===== src/rtl/ps2_arrow_keys.sv =====
// PS/2 keyboard receiver that tracks the four extended arrow keys.
// Frames are checked for odd parity, stop bit and inter-edge timeout.
module ps2_arrow_keys #(
   parameter int TIMEOUT_CYCLES = 200000
) (
   input  logic       clk,
   input  logic       reset,
   input  logic       ps2_clk,
   input  logic       ps2_data,
   output logic       up,
   output logic       down,
   output logic       left,
   output logic       right,
   output logic [7:0] scancode,
   output logic       scancode_valid,
   output logic       frame_err
);

   localparam int TW = $clog2(TIMEOUT_CYCLES + 1);
   localparam logic [TW-1:0] TMO_LAST = TW'(TIMEOUT_CYCLES - 1);

   typedef enum logic [1:0] {
      IDLE,
      DATA,
      PARITY,
      STOP
   } state_e;

   state_e state_q, state_d;

   logic ck_s1_q, ck_s2_q, ck_prev_q;
   logic dt_s1_q, dt_s2_q;
   logic fall;

   logic [2:0]    bit_cnt_q, bit_cnt_d;
   logic [7:0]    shift_q, shift_d;
   logic          par_q, par_d;
   logic [TW-1:0] tmo_q, tmo_d;
   logic          accept, reject, tmo_hit;

   logic       ext_q, ext_d;
   logic       brk_q, brk_d;
   logic       up_q, up_d;
   logic       down_q, down_d;
   logic       left_q, left_d;
   logic       right_q, right_d;
   logic [7:0] scan_q, scan_d;
   logic       vld_q;
   logic       err_q;

   // Synchronizers idle high so reset never fabricates an edge
   always_ff @(posedge clk or negedge reset) begin
      if (!reset) begin
         ck_s1_q   <= 1'b1;
         ck_s2_q   <= 1'b1;
         ck_prev_q <= 1'b1;
         dt_s1_q   <= 1'b1;
         dt_s2_q   <= 1'b1;
      end else begin
         ck_s1_q   <= ps2_clk;
         ck_s2_q   <= ck_s1_q;
         ck_prev_q <= ck_s2_q;
         dt_s1_q   <= ps2_data;
         dt_s2_q   <= dt_s1_q;
      end
   end

   assign fall = ck_prev_q & ~ck_s2_q;

   always_ff @(posedge clk or negedge reset) begin
      if (!reset) begin
         state_q <= IDLE;
      end else begin
         state_q <= state_d;
      end
   end

   always_comb begin
      state_d = state_q;
      case (state_q)
         IDLE: begin
            if (fall && !dt_s2_q) state_d = DATA;
         end
         DATA: begin
            if (tmo_hit) state_d = IDLE;
            else if (fall && bit_cnt_q == 3'd7) state_d = PARITY;
         end
         PARITY: begin
            if (tmo_hit) state_d = IDLE;
            else if (fall) state_d = STOP;
         end
         STOP: begin
            if (tmo_hit || fall) state_d = IDLE;
         end
         default: state_d = IDLE;
      endcase
   end

   always_comb begin
      bit_cnt_d = bit_cnt_q;
      shift_d   = shift_q;
      par_d     = par_q;
      tmo_d     = '0;
      accept    = 1'b0;
      reject    = 1'b0;
      tmo_hit   = 1'b0;
      if (state_q != IDLE && !fall) begin
         tmo_hit = (tmo_q == TMO_LAST);
         tmo_d   = tmo_hit ? '0 : tmo_q + 1'b1;
      end
      case (state_q)
         IDLE: begin
            if (fall && !dt_s2_q) bit_cnt_d = 3'd0;
         end
         DATA: begin
            if (fall) begin
               shift_d   = {dt_s2_q, shift_q[7:1]};
               bit_cnt_d = bit_cnt_q + 3'd1;
            end
         end
         PARITY: begin
            if (fall) par_d = dt_s2_q;
         end
         STOP: begin
            if (fall) begin
               accept = (^{shift_q, par_q}) & dt_s2_q;
               reject = ~accept;
            end
         end
         default: ;
      endcase
   end

   always_ff @(posedge clk or negedge reset) begin
      if (!reset) begin
         bit_cnt_q <= '0;
         shift_q   <= '0;
         par_q     <= 1'b0;
         tmo_q     <= '0;
      end else begin
         bit_cnt_q <= bit_cnt_d;
         shift_q   <= shift_d;
         par_q     <= par_d;
         tmo_q     <= tmo_d;
      end
   end

   // Prefix flags only move on accepted bytes; any bad frame drops them
   always_comb begin
      ext_d   = ext_q;
      brk_d   = brk_q;
      up_d    = up_q;
      down_d  = down_q;
      left_d  = left_q;
      right_d = right_q;
      scan_d  = scan_q;
      if (reject || tmo_hit) begin
         ext_d = 1'b0;
         brk_d = 1'b0;
      end else if (accept) begin
         scan_d = shift_q;
         if (shift_q == 8'hE0) begin
            ext_d = 1'b1;
         end else if (shift_q == 8'hF0) begin
            brk_d = 1'b1;
         end else begin
            ext_d = 1'b0;
            brk_d = 1'b0;
            if (ext_q) begin
               unique case (1'b1)
                  shift_q == 8'h75: up_d    = ~brk_q;
                  shift_q == 8'h72: down_d  = ~brk_q;
                  shift_q == 8'h6B: left_d  = ~brk_q;
                  shift_q == 8'h74: right_d = ~brk_q;
                  default: ;
               endcase
            end
         end
      end
   end

   always_ff @(posedge clk or negedge reset) begin
      if (!reset) begin
         ext_q   <= 1'b0;
         brk_q   <= 1'b0;
         up_q    <= 1'b0;
         down_q  <= 1'b0;
         left_q  <= 1'b0;
         right_q <= 1'b0;
         scan_q  <= 8'h00;
         vld_q   <= 1'b0;
         err_q   <= 1'b0;
      end else begin
         ext_q   <= ext_d;
         brk_q   <= brk_d;
         up_q    <= up_d;
         down_q  <= down_d;
         left_q  <= left_d;
         right_q <= right_d;
         scan_q  <= scan_d;
         vld_q   <= accept;
         err_q   <= reject | tmo_hit;
      end
   end

   assign up             = up_q;
   assign down           = down_q;
   assign left           = left_q;
   assign right          = right_q;
   assign scancode       = scan_q;
   assign scancode_valid = vld_q;
   assign frame_err      = err_q;

endmodule


===== config.mk =====
export PLATFORM = sky130hd
export DESIGN_NAME = ps2_arrow_keys
export DESIGN_NICKNAME = d
export VERILOG_FILES = /design/src/rtl/ps2_arrow_keys.sv
export SDC_FILE = /design/constraint.sdc
export NUM_CORES = 1
export LEC_CHECK = 0
export CAP_MARGIN = 20
export CORE_ASPECT_RATIO = 1.4
export CORE_MARGIN = 4
export CORE_UTILIZATION = 30
export CTS_CLUSTER_DIAMETER = 50
export CTS_CLUSTER_SIZE = 30
export DETAILED_ROUTE_END_ITERATION = 7
export HOLD_SLACK_MARGIN = 0.02
export PLACE_DENSITY = 0.43
export SYNTH_ARGS = -nofsm -noshare
export SYNTH_HDL_FRONTEND = slang
export SYNTH_SLANG_ARGS = --single-unit

===== constraint.sdc =====
create_clock -name clk -period 2.75 [get_ports clk]
set_input_delay 0.4125 -clock clk [delete_from_list [all_inputs] [get_ports clk]]
set_output_delay 0.4125 -clock clk [all_outputs]
set_load 0.02 [all_outputs]

==> metrics.md <==
| Metric | Value |
|---|---|
| Number of nets produced by synthesis | 215 |
| Die area | 9530 um^2 |
| Gr usage total | 10.9% |
| Initial core utilization | 30.8% |
| CTS sink cnt | 53 |
| List of cells traversed by the critical path | xnor2_1 > xnor2_1 > xnor3_2 > nor2_8 > mux2_2 |
| Switching pwr | 0.000461 W |
| Core area | 7800 um^2 |
| Unrepaired setup endpoints after global routing | no |
| Flip-flop and latch count after synthesis | 53 |
| Nature of the critical path endpoint | flop |
| R2R Path End | scancode[1]$_DFFE_PN0P_ |
| PwrDens | 585 nW/um^2 |
| Pleak | 1.22 nW |
| Total buffers and inverters traversed by the critical path | 0 |
| Std cell rows | 38 |
| Last weighted congestion value of the routability-driven placer | 0.730 |
| Req. time, crit path | 2.95 ns |
| Pin count of the biggest net entering global routing | 30 |
| Period Utilization, post-route | 76.2% |
| Number of maximum-capacitance constraint violations | 0 |
| Clock tree skew after final layout | 0.0171 ns |
| Maximum net fanout on the critical path | 10 |
| Post-synth design cell area | 2400 um^2 |
| Worst stage delay on the critical path | 0.52 ns |
| Setup slack on the worst flop-to-flop path | 0.66 ns |
| Layout cell share with drive strength beyond 1 | 16.1% |
| Cell repeated most along the worst path | xnor2_1 |
| Cell-internal power | 0.00118 W |
| Iteration-0 DRC Markers | 33 |
| Sequential area share after synthesis | 55.4% |
| Cts repair resizes | 0 |
| Critical path start-end classification | flop to flop |
| Switching part of the total | 28.1% |
| Maximum clock path buffer count | 2 |
| Relative contribution of combinational cells to total power | 14.5% |
| Mean Syn Cell Area | 11.6 um^2 |
| Shortest period the worst path allows | 2.09 ns |
| Via count of the first global-routing pass | 1,636 |
| F_max | 477 MHz |
| Run status | finished, final reports clean |
| Placement Cell Area | 2690 um^2 |
| Number of hold violations in the final report | 0 |
| Cell at the root of the clock tree | clkbuf_8 |
| Die span in y | 114 um |
| Total placed cells including tap cells | 322 |
| Sum of routed wire length over all layers | 4670 um |
| Worst-Skew Late Latency | 0.31 ns |
| Syn. warnings | 0 |
| Sequential Power Share | 52.4% |
| Number of port buffers | 17 |
| Deepest level of the CTS H-tree | 2 |
| Data arrival, critical path | 2.30 ns |
| Placed wire-length estimate | 3280 um |
| Slowest-stage cell, CP | dfrtp_1 |
| Fillers | 792 |
| Setup Fix Bufs, Post-CTS | 0 |
| Worst Tran Pin Value | 0.610 ns |
| Tightest hold margin | 0.102 ns |
| Clock-pin transition on the worst setup and hold timing paths | 0.11 ns |
| DRT Pass-1 Iters | 4 |
| Largest vdd supply drop | 0.258 mV |
| DR vias | 1,567 |
| Part of the power in the clock network | 33.1% |
| Detailed-route DRC error count | 0 |
| Layout overhead on the synthesized area | 16.6% |
| Antenna violation net count after detailed routing | 0 |
| Detailed-route vias per instance | 4.75 |
| Launch point of the worst reg-to-reg path | shift_q[4]$_DFFE_PN0P_ |
| Headroom to the max-slew limit | 59.3% |
| Clock tree from TritonCTS | done |
| Fin nets | 236 |
| Number of buffers created by CTS | 5 |
| Synthesized instance count | 208 |
| Number of buffers inserted for hold repair after clock tree synthesis | 0 |
| Number of antenna violations at the first check in global routing | 0 |
| Final non-filler cell area | 2800 um^2 |
| First-pass GRT wire length | 8310 um |
| Final setup fails | 0 |
| Number of inserted diodes | 0 |
| Wire per inst | 14.1 um |
| Number of pins with negative max-slew slack in the final report | 0 |
| Worst setup SP type | flop |
| Hold WC Path Type | primary input to asynchronous set/reset pin |
| Overall die width | 83.7 um |
| Overflow left after global routing | 0 |
| Distinct cells, synth | 39 |
| Count of non-filler cells in the finished layout | 330 |
| Number of ports placed on the die boundary | 18 |
| Setup_tns | 0 ns |
| Top delay family on crit path | XOR/XNOR gates |
| Worst Reg2Reg Path Length in Cells | 5 |
[worst max-delay path by stage]
stage | start | end | slack (ns) | cells past startpoint
CTS | shift_q[4]$_DFFE_PN0P_ | scancode[1]$_DFFE_PN0P_ | 0.62 | 5
global route | tmo_q[13]$_DFF_PN0_ | state_q[1]$_DFFE_PN0P_ | 0.50 | 5
detailed placement | shift_q[4]$_DFFE_PN0P_ | scancode[2]$_DFFE_PN0P_ | 0.65 | 5
finish | shift_q[4]$_DFFE_PN0P_ | scancode[1]$_DFFE_PN0P_ | 0.66 | 5
global placement | shift_q[4]$_DFFE_PN0P_ | scancode[5]$_DFFE_PN0P_ | 0.66 | 5
floorplan | shift_q[4]$_DFFE_PN0P_ | scancode[1]$_DFFE_PN0P_ | 0.83 | 6
[metal layers]
metal	GRT usage, %	share of wire (%)	vias up
met5	0	0	-
met4	3.54	1.5	0
met1	13.2	42	778
li1	-	-	766
met3	2.31	2.5	6
met2	19.2	53	17
[cell usage after synthesis]
cell type / count / area (um^2)
nor4_1: 4 / 25.0
nand2_1: 8 / 30.0
nand3_1: 13 / 65.1
a21oi_1: 3 / 15.0
xor2_1: 12 / 105
mux2_2: 17 / 191
nand4_1: 4 / 25.0
nor3b_1: 1 / 7.51
and4_2: 1 / 10.0
o2bb2ai_1: 1 / 8.76
ha_1: 3 / 37.5
xnor2_1: 11 / 96.3
and4_1: 1 / 8.76
inv_1: 9 / 33.8
dfstp_2: 5 / 131
o21ai_0: 5 / 25.0
clkbuf_1: 2 / 7.51
and4b_1: 2 / 20.0
o31ai_1: 1 / 7.51
nor2_8: 1 / 20.0
or4b_1: 1 / 10.0
buf_2: 1 / 5.00
a31o_2: 1 / 8.76
o41ai_1: 1 / 8.76
nand4b_1: 2 / 17.5
nor3_1: 6 / 30.0
buf_4: 1 / 7.51
nand3b_1: 1 / 7.51
clkbuf_8: 1 / 13.8
xnor3_2: 1 / 23.8
a22o_1: 2 / 17.5
and3_1: 2 / 12.5
nor2_1: 28 / 105
a211oi_1: 1 / 7.51
a32oi_1: 1 / 8.76
dfrtp_1: 48 / 1200
nand2b_1: 2 / 12.5
or3_1: 1 / 6.26
mux2i_1: 3 / 30.0
[logic make-up after synthesis]
kind of cell | Yosys count | synth area share [%]
flip-flops | 53 | 55.4
adder cells (fa/ha/maj) | 3 | 1.56
XOR/XNOR | 24 | 9.36
AND/OR/NAND/NOR | 78 | 17.2
AO/OA/AOI/OAI | 16 | 4.47
buffers and inverters | 14 | 2.81
multiplexers | 20 | 9.21
[flip-flops by register name (all words and copies together) (netlist names)]
signal and flops:
bit_cnt_q 3, brk_q 1, ck_prev_q 1, ck_s1_q 1, ck_s2_q 1, down 1
dt_s1_q 1, dt_s2_q 1, ext_q 1, frame_err 1, left 1, par_q 1
right 1, scancode 8, scancode_valid 1, shift_q 8, state_q 2, tmo_q 18
up 1
[power by group through the flow]
stage,Combinational (W),Clock [W],Sequential (W)
floorplan,0.000197,0,0.000855
global placement,0.000243,0,0.000877
detailed placement,0.000246,0,0.000876
CTS,0.000246,0.000580,0.000861
global route,0.000268,0.000602,0.000869
finish,0.000237,0.000543,0.000859
[stage by stage]
| step | total power [W] | setup WS [ns] | util [%] |
|---|---|---|---|
| final | 0.00164 | 0.655 | 36.0 |
| after global routing | 0.00174 | 0.497 | 36.0 |
| after CTS | 0.00169 | 0.622 | 36.0 |
| after detailed placement | 0.00112 | 0.653 | 34.5 |
| after global placement | 0.00112 | 0.656 | 34.5 |
| after floorplan | 0.00105 | 0.825 | - |
[area by class of cell]
type / instances / area (um^2) / area share (%)
clock buffers: 5 / 68.8 / 2.45
well taps: 100 / 125 / 4.46
multi-input cells: 141 / 1000 / 35.8
inverters: 9 / 33.8 / 1.20
clock inverters: 3 / 46.3 / 1.65
repair buffers: 19 / 193 / 6.87
flip-flops and latches: 53 / 1330 / 47.5
[cell usage in the layout, fill, tap and decap left out, types with 4 or more instances in the layout]
| cell type | count |
|---|---|
| dfrtp_1 | 48 |
| nor2_1 | 28 |
| mux2_2 | 17 |
| clkdlybuf4s50_1 | 16 |
| nand3_1 | 13 |
| xor2_1 | 12 |
| xnor2_1 | 11 |
| inv_1 | 9 |
| nand2_1 | 8 |
| nor3_1 | 6 |
| o21ai_0 | 5 |
| dfstp_2 | 5 |
| clkbuf_8 | 5 |
| nand4_1 | 4 |
| nor4_1 | 4 |
(Power assumes the default switching activity.)
